$ cat src/rtl/btb_update_queue.sv
// Coalescing FIFO that buffers taken-mispredict branch resolutions until the
// BTB write port is free; the head entry drives the BTB update outputs.
module btb_update_queue #(
  parameter int DEPTH = 4
) (
  input  logic                   clk,
  input  logic                   reset,
  input  logic                   ex_valid,
  input  logic [31:0]            ex_pc,
  input  logic [31:0]            ex_target,
  input  logic                   ex_taken,
  input  logic                   ex_mispredict,
  input  logic [1:0]             ex_type,
  input  logic                   ex_location,
  input  logic                   btb_busy,
  output logic                   upd_valid,
  output logic [31:0]            upd_pc,
  output logic [31:0]            upd_target,
  output logic                   upd_taken,
  output logic                   upd_mispredict,
  output logic [1:0]             upd_type,
  output logic                   upd_location,
  output logic [$clog2(DEPTH):0] count,
  output logic [7:0]             drop_cnt
);

  localparam int PW = $clog2(DEPTH);
  localparam int CW = PW + 1;
  localparam logic [CW-1:0] FULL = CW'(DEPTH);

  typedef struct packed {
    logic [31:0] pc;
    logic [31:0] target;
    logic        taken;
    logic        mispredict;
    logic [1:0]  btype;
    logic        location;
  } entry_t;

  entry_t        mem_q [DEPTH];
  entry_t        mem_d [DEPTH];
  logic [PW-1:0] head_q, head_d, tail_q, tail_d;
  logic [PW-1:0] last_idx, show_idx;
  logic [CW-1:0] count_q, count_d;
  logic [7:0]    drop_q, drop_d;
  logic          filt, deq, coalesce, enq, drop;
  entry_t        in_entry;

  // A single-entry queue being drained this edge cannot absorb a coalesce,
  // so the new update is enqueued behind it instead.
  always_comb begin
    filt     = ex_valid & ex_taken & ex_mispredict;
    deq      = (count_q != '0) & ~btb_busy;
    last_idx = tail_q - PW'(1);
    in_entry = '{pc: ex_pc, target: ex_target, taken: ex_taken,
                 mispredict: ex_mispredict, btype: ex_type,
                 location: ex_location};
    coalesce = filt & (count_q != '0) & (mem_q[last_idx].pc == ex_pc)
             & ~(deq & (count_q == CW'(1)));
    enq      = filt & ~coalesce & ((count_q != FULL) | deq);
    drop     = filt & ~coalesce & (count_q == FULL) & ~deq;

    for (int i = 0; i < DEPTH; i++) mem_d[i] = mem_q[i];
    if (coalesce)  mem_d[last_idx] = in_entry;
    else if (enq)  mem_d[tail_q]   = in_entry;

    head_d  = deq ? head_q + PW'(1) : head_q;
    tail_d  = enq ? tail_q + PW'(1) : tail_q;
    count_d = count_q + CW'(enq) - CW'(deq);
    drop_d  = (drop && drop_q != 8'hFF) ? drop_q + 8'd1 : drop_q;
  end

  always_ff @(posedge clk) begin
    if (!reset) begin
      head_q  <= '0;
      tail_q  <= '0;
      count_q <= '0;
      drop_q  <= '0;
      for (int i = 0; i < DEPTH; i++) mem_q[i] <= '0;
    end else begin
      head_q  <= head_d;
      tail_q  <= tail_d;
      count_q <= count_d;
      drop_q  <= drop_d;
      for (int i = 0; i < DEPTH; i++) mem_q[i] <= mem_d[i];
    end
  end

  // When empty, the slot just behind head is the most recently drained entry.
  always_comb begin
    show_idx = (count_q != '0) ? head_q : head_q - PW'(1);
  end

  assign upd_valid      = (count_q != '0);
  assign upd_pc         = mem_q[show_idx].pc;
  assign upd_target     = mem_q[show_idx].target;
  assign upd_taken      = mem_q[show_idx].taken;
  assign upd_mispredict = mem_q[show_idx].mispredict;
  assign upd_type       = mem_q[show_idx].btype;
  assign upd_location   = mem_q[show_idx].location;
  assign count          = count_q;
  assign drop_cnt       = drop_q;

endmodule

$ cat config.mk
export PLATFORM = sky130hd
export DESIGN_NAME = btb_update_queue
export DESIGN_NICKNAME = d
export VERILOG_FILES = /design/src/rtl/btb_update_queue.sv
export SDC_FILE = /design/constraint.sdc
export NUM_CORES = 1
export LEC_CHECK = 0
export BUFFER_PORTS_ARGS = -buffer_cell sky130_fd_sc_hd__buf_2
export CORE_ASPECT_RATIO = 0.9
export CORE_MARGIN = 4
export CORE_UTILIZATION = 55
export CTS_CLUSTER_DIAMETER = 80
export DETAILED_ROUTE_END_ITERATION = 16
export GPL_ROUTABILITY_DRIVEN = 0
export PLACE_DENSITY_LB_ADDON = 0.1
export SLEW_MARGIN = 0
export SYNTH_ARGS = -nofsm -noshare
export SYNTH_HDL_FRONTEND = slang
export SYNTH_SLANG_ARGS = --single-unit
$ cat constraint.sdc
create_clock -name clk -period 4.71 [get_ports clk]
set_clock_uncertainty 0.2 [all_clocks]
set_input_delay 0.942 -clock clk [delete_from_list [all_inputs] [get_ports clk]]
set_output_delay 0.942 -clock clk [all_outputs]
set_load 0.1 [all_outputs]
Word level (Yosys, flattened, before mapping)
Memory sizes are Yosys's and may differ from the RTL's. Index checks and enable logic that the tools add are counted.

Logic and storage cells: 62. Output and inout port bits: 81. Memory bits (writable): 276. Memories: 1. Input port bits: 73. Register bits: 15.

Memory list: mem_q (depth 4, bits a word 69, rd ports 6, clocked after Yosys merged registers in 0, write ports 4, line 40) `entry_t mem_q [DEPTH];`.

Bitwise operators: 22. Reduce and logical (&&, ||, !) cells: 4. Equal/unequal tests: 5. Multiplexer cells: 15. $lt $le $gt $ge: 4. $add $sub $neg: 7.

Operators by type and width (number): bitwise mux 276 bit (2); 2-to-1 mux 276 bit (2); 2-to-1 mux 69 bit (6); demux 69 bit (select 2 bit) (2); equality test 32 bit (1); AND 1 bit (11); adder 8 x 1 -> 8 bit (second input constant) (1); != test 8 bit (second input constant) (1); >= comparator 3 bit (second input constant) (2); less-than comparator 3 x 1 -> 1 bit (second input constant) (2); inverter 2 -> 3 bit (2); OR 1 bit (5); adder 2 x 1 -> 2 bit (second input constant) (2); inverter 1 bit (4); subtractor 2 x 1 -> 2 bit (second input constant) (2); adder 3 x 1 -> 3 bit (1); equality test 3 x 1 -> 1 bit (second input constant) (1); equality test 3 bit (second input constant) (1); logical AND 1 bit (3); != test 3 bit (second input constant) (1); nonzero test 3 bit (1); subtractor 3 x 1 -> 3 bit (1); 2-to-1 mux 1 bit (2); 2-to-1 mux 2 bit (1).

Depth between registers and ports, before layout
Word-level depth: 11. Depth in mapped cells: 24. Gate-level depth less buffers: 17.

Least setup slack after synthesis
No wires, ideal clock.

Kind: register -> register. From: register tail_q[0]. To: register count_q[2] (netlist: count[2]). Path slack: -191 ps. Setup time: 128 ps. Arrival: 4574 ps. Data required time: 4382 ps. Buffers on the path: 7. Stages on the path, launching flop included: 25. Clock period less this slack: 4901 ps. Cells stage by stage: dfxtp_1 -> buf_6 -> buf_4 -> buf_4 -> inv_1 -> ha_1 -> buf_2 -> clkbuf_1 -> mux4_2 -> xnor2_1 -> nand2_1 -> a2111oi_0 -> nand4_1 -> buf_2 -> buf_6 -> and2_1 -> inv_1 -> ha_1 -> inv_1 -> ha_1 -> inv_1 -> fa_1 -> xor2_1 -> xnor2_1 -> nor2_1.

Word-level cells in the longest chain between the ends: 10.

RTL lines: from (decl) (line 42) `logic [PW-1:0] head_q, head_d, tail_q, tail_d;`; from (signal assigned) (line 82) `tail_q <= tail_d;`; subtractor 2 x 1 -> 2 bit (line 54) `last_idx = tail_q - PW'(1);`; net last_idx[0] (line 43) `logic [PW-1:0] last_idx, show_idx;`; memory (4 x 69 bit); equality test 32 bit (line 58) `coalesce = filt & (count_q != '0) & (mem_q[last_idx].pc == ex_pc)`; AND 1 bit (line 58); AND 1 bit (line 59) `& ~(deq & (count_q == CW'(1)));`; inverter 1 bit (line 60) `enq = filt & ~coalesce & ((count_q != FULL) | deq);`; AND 1 bit (2 in series) (line 60); adder 3 x 1 -> 3 bit (line 69) `count_d = count_q + CW'(enq) - CW'(deq);`; subtractor 3 x 1 -> 3 bit (line 69); to (signal assigned) (line 83) `count_q <= count_d;`; to (decl) (line 44) `logic [CW-1:0] count_q, count_d;`.

The timed path passes the listed nets, and every way through them passes these cells. A chain may end at the register's enable or synchronous reset.

==> impl_metrics.toml <==
[floorplanning]
std_cell_rows = 66
die_h_um = 189
die_x_um = 209
ios = 154
die-area_mm2 = 0.0396
core_area_mm2 = 0.0361
initial_core_util_pct = 55.6

[synthesis]
ys_seq_area_share_pct = 29.0
synth_top_family_by_area = "compound AO/OA/AOI/OAI gates"
syn_nets = 2369
yosysMostFrequentCell = "nand2_1"
synthXorXnorAreaFrac_pct = 1.40
ys_types = 45
synth_compound_area_share_pct = 24.9
yosys_register_bits = 291
synth_simple_gate_area_share_pct = 24.7
synth_mux_area_share_pct = 11.5
yosysTopAreaCell = "dfxtp_1"
synth_fa_ha_area_share_pct = 0.661
ys_warn_count = 0
synth_edf_count = 0
syn-instance-count = 2286
syn_area_mm2 = 0.0201
syn_area_per_cell_um2 = 8.77
ys_top_cells_by_count = "nand2_1, dfxtp_1, nand4_1"
netlist.area_leader.share_pct = 29.0
synth-async-reset-ratio_pct = 0
synth_area_leaders = "dfxtp_1, a211o_1, mux4_2, o311ai_1, nand4_1"
synthFlopType = "dfxtp_1"

[power_and_ir_drop]
p_per_area_mw_per_mm2 = 381
p_leak_nw = 6.60
peakVddDrop_v = 0.000846

[sta]
max_freq_mhz = 213
tns_ns = 0
period_needed_ns = 4.70
setup_slack_ns = 0.0128
final-setup-viol-count = 0
rsz0062_at_grt = "no"
hold_violations = 0
tightest_slew_ns = 1.34
maxSlewViolCount = 0
relSlewSlack_pct = 10.5
fin_crit_sh_pct = 99.7

[cts]
clkLatencyLatePin_ns = 0.54
cts_setup_buffers = 0
cts_buffers = 37
cts_sinks = 291
path_clk_slew_ns = 0.06
cts_tree = "yes"
ctsRootBufferMaster = "clkbuf_16"
cts_max_path_buffers = 3
ctsHtreeMaxLevel = 2

[global_routing]
grt_max_degree = 242
grt_pass1_vias = 18200
grt_use_total_pct = 29.9
grt_first_pass_wirelength_um = 99300
grt_overflow = 0
antenna_found_initial = 7

[hold_path]
worstHoldPathCells = 2
hp-start = "drop_cnt[5]"
hp-class = "reg2reg"
holdPathEnd = "drop_cnt[5]"

[cells_and_area]
nets = 2292
drive_above_1_share_pct = 16.4
final_util_pct = 60.5
fin_area_mm2 = 0.0218
synthToLayoutAreaGrowth_pct = 8.83
regArea_mm2 = 0.00583
multi_input_area_mm2 = 0.0128
n_fill_cell = 3142

[place]
placed_area_mm2 = 0.0206
port_buffers = 153
dp_hpwl_um = 33700
place_worst_setup_slack_ns = 0.188

[setup_path]
crit_type = "reg2reg"
cp_max_fo = 241
cp.required_ns = 4.90
reg2reg_depth = 12
r2r_slack_ns = 0.01
endpoint_kind = "flop"
critPathLaunchType = "flop"
cp.arrival_ns = 4.89
r2r_end = "mem_q[1][18]"
reg2reg_from = "tail_q[0]"

[run_status]
status = "finished, final reports clean"

[drt]
drtIter0Drc = 2342
viasPerCell = 7.13
drcViolationCount = 0
num_vias = 19400
wl_um = 62300
routedWlPerCell_um = 22.9
final_antenna_net_count = 0
drt-pass1-iter-count = 8

[run]
drv_cap = 0
-- per-layer routing --
layer | routed length, um | track usage [%]
met4 | 1830 | 10.8
met1 | 25800 | 40.4
met3 | 5090 | 5.67
met2 | 29500 | 48.3
met5 | 57 | 0
-- cells in the final DEF (no fill, tap or decap), drive strengths merged, types with 8 or more instances in the layout --
| master | n |
|---|---|
| dfxtp | 291 |
| buf | 193 |
| inv | 21 |
| mux4 | 95 |
| mux2i | 17 |
| a211o | 269 |
| o311ai | 269 |
| nand2 | 352 |
| nor3 | 11 |
| xnor2 | 27 |
| nor2 | 9 |
| a311oi | 8 |
| clkbuf | 54 |
| nand4 | 278 |
| nand2b | 273 |
| ha | 9 |
-- power by group --
group / switching (mW) / internal [mW]
logic: 1.89 / 0.922
clock network: 1.17 / 1.75
registers: 0.0562 / 2.52
-- through the flow --
stage | hold slack (ns) | power [mW] | cells
6_report | 0.285 | 8.31 | 2717
3_3_place_gp | 0.263 | 5.44 | 2646
3_5_place_dp | 0.278 | 5.44 | 2646
2_1_floorplan | 0.258 | 4.71 | 2286
5_1_grt | 0.309 | 8.60 | 2714
4_1_cts | 0.287 | 8.36 | 2712
-- worst max-delay path: stages, from the launching register on --
cell       delay [ns]
dfxtp_4          0.38
inv_1            0.06
ha_1             0.38
buf_12           0.20
mux4_2           0.32
xnor2_1          0.28
nand2_1          0.17
a2111oi_0        0.56
nand4_1          0.23
buf_4            0.44
buf_12           0.34
nand4_1          0.41
o311ai_1         0.13
-- flip-flops by register name (all words and copies together) (netlist names) --
| name | count |
|---|---|
| drop_cnt | 8 |
| count | 3 |
| head_q | 2 |
| mem_q | 276 |
| tail_q | 2 |
-- cells by family after synthesis --
family	after synthesis
xor gates and xnor gates	32
adders and majority gates	10
buffers and inverters	327
and+or+nand+nor	939
AOI/OAI and AO/OA	575
DFF	291
muxes	112
-- cell type report --
| type | instances | area share [%] |
|---|---|---|
| Multi-Input combinational cell | 1668 | 58.6 |
| Sequential cell | 291 | 26.7 |
| Timing Repair Buffer | 193 | 5.88 |
| Clock buffer | 54 | 5.10 |
| Tap cell | 476 | 2.73 |
| Clock inverter | 12 | 0.573 |
| Inverter | 18 | 0.344 |
| Antenna cell | 5 | 0.0573 |
-- worst max path at each step --
stage / slack (ns) / startpoint / cells past startpoint / end
CTS: 0.16 / tail_q[0] / 13 / mem_q[1][49]
global route: 0.03 / tail_q[0] / 18 / count[2]
finish: 0.01 / tail_q[0] / 12 / mem_q[1][18]
floorplan: -0.01 / tail_q[0] / 24 / count[2]
global placement: 0.14 / tail_q[0] / 19 / count[2]
detailed placement: 0.19 / tail_q[0] / 19 / count[2]
-- repair_timing --
item                                    4_1_cts  5_1_grt
hold buffers                                  0        0
endpoints found under the hold margin         0        0
endpoints found under the setup margin        0       84
resized for setup                             0        4
Note: power is estimated with default switching activity, not from simulation.
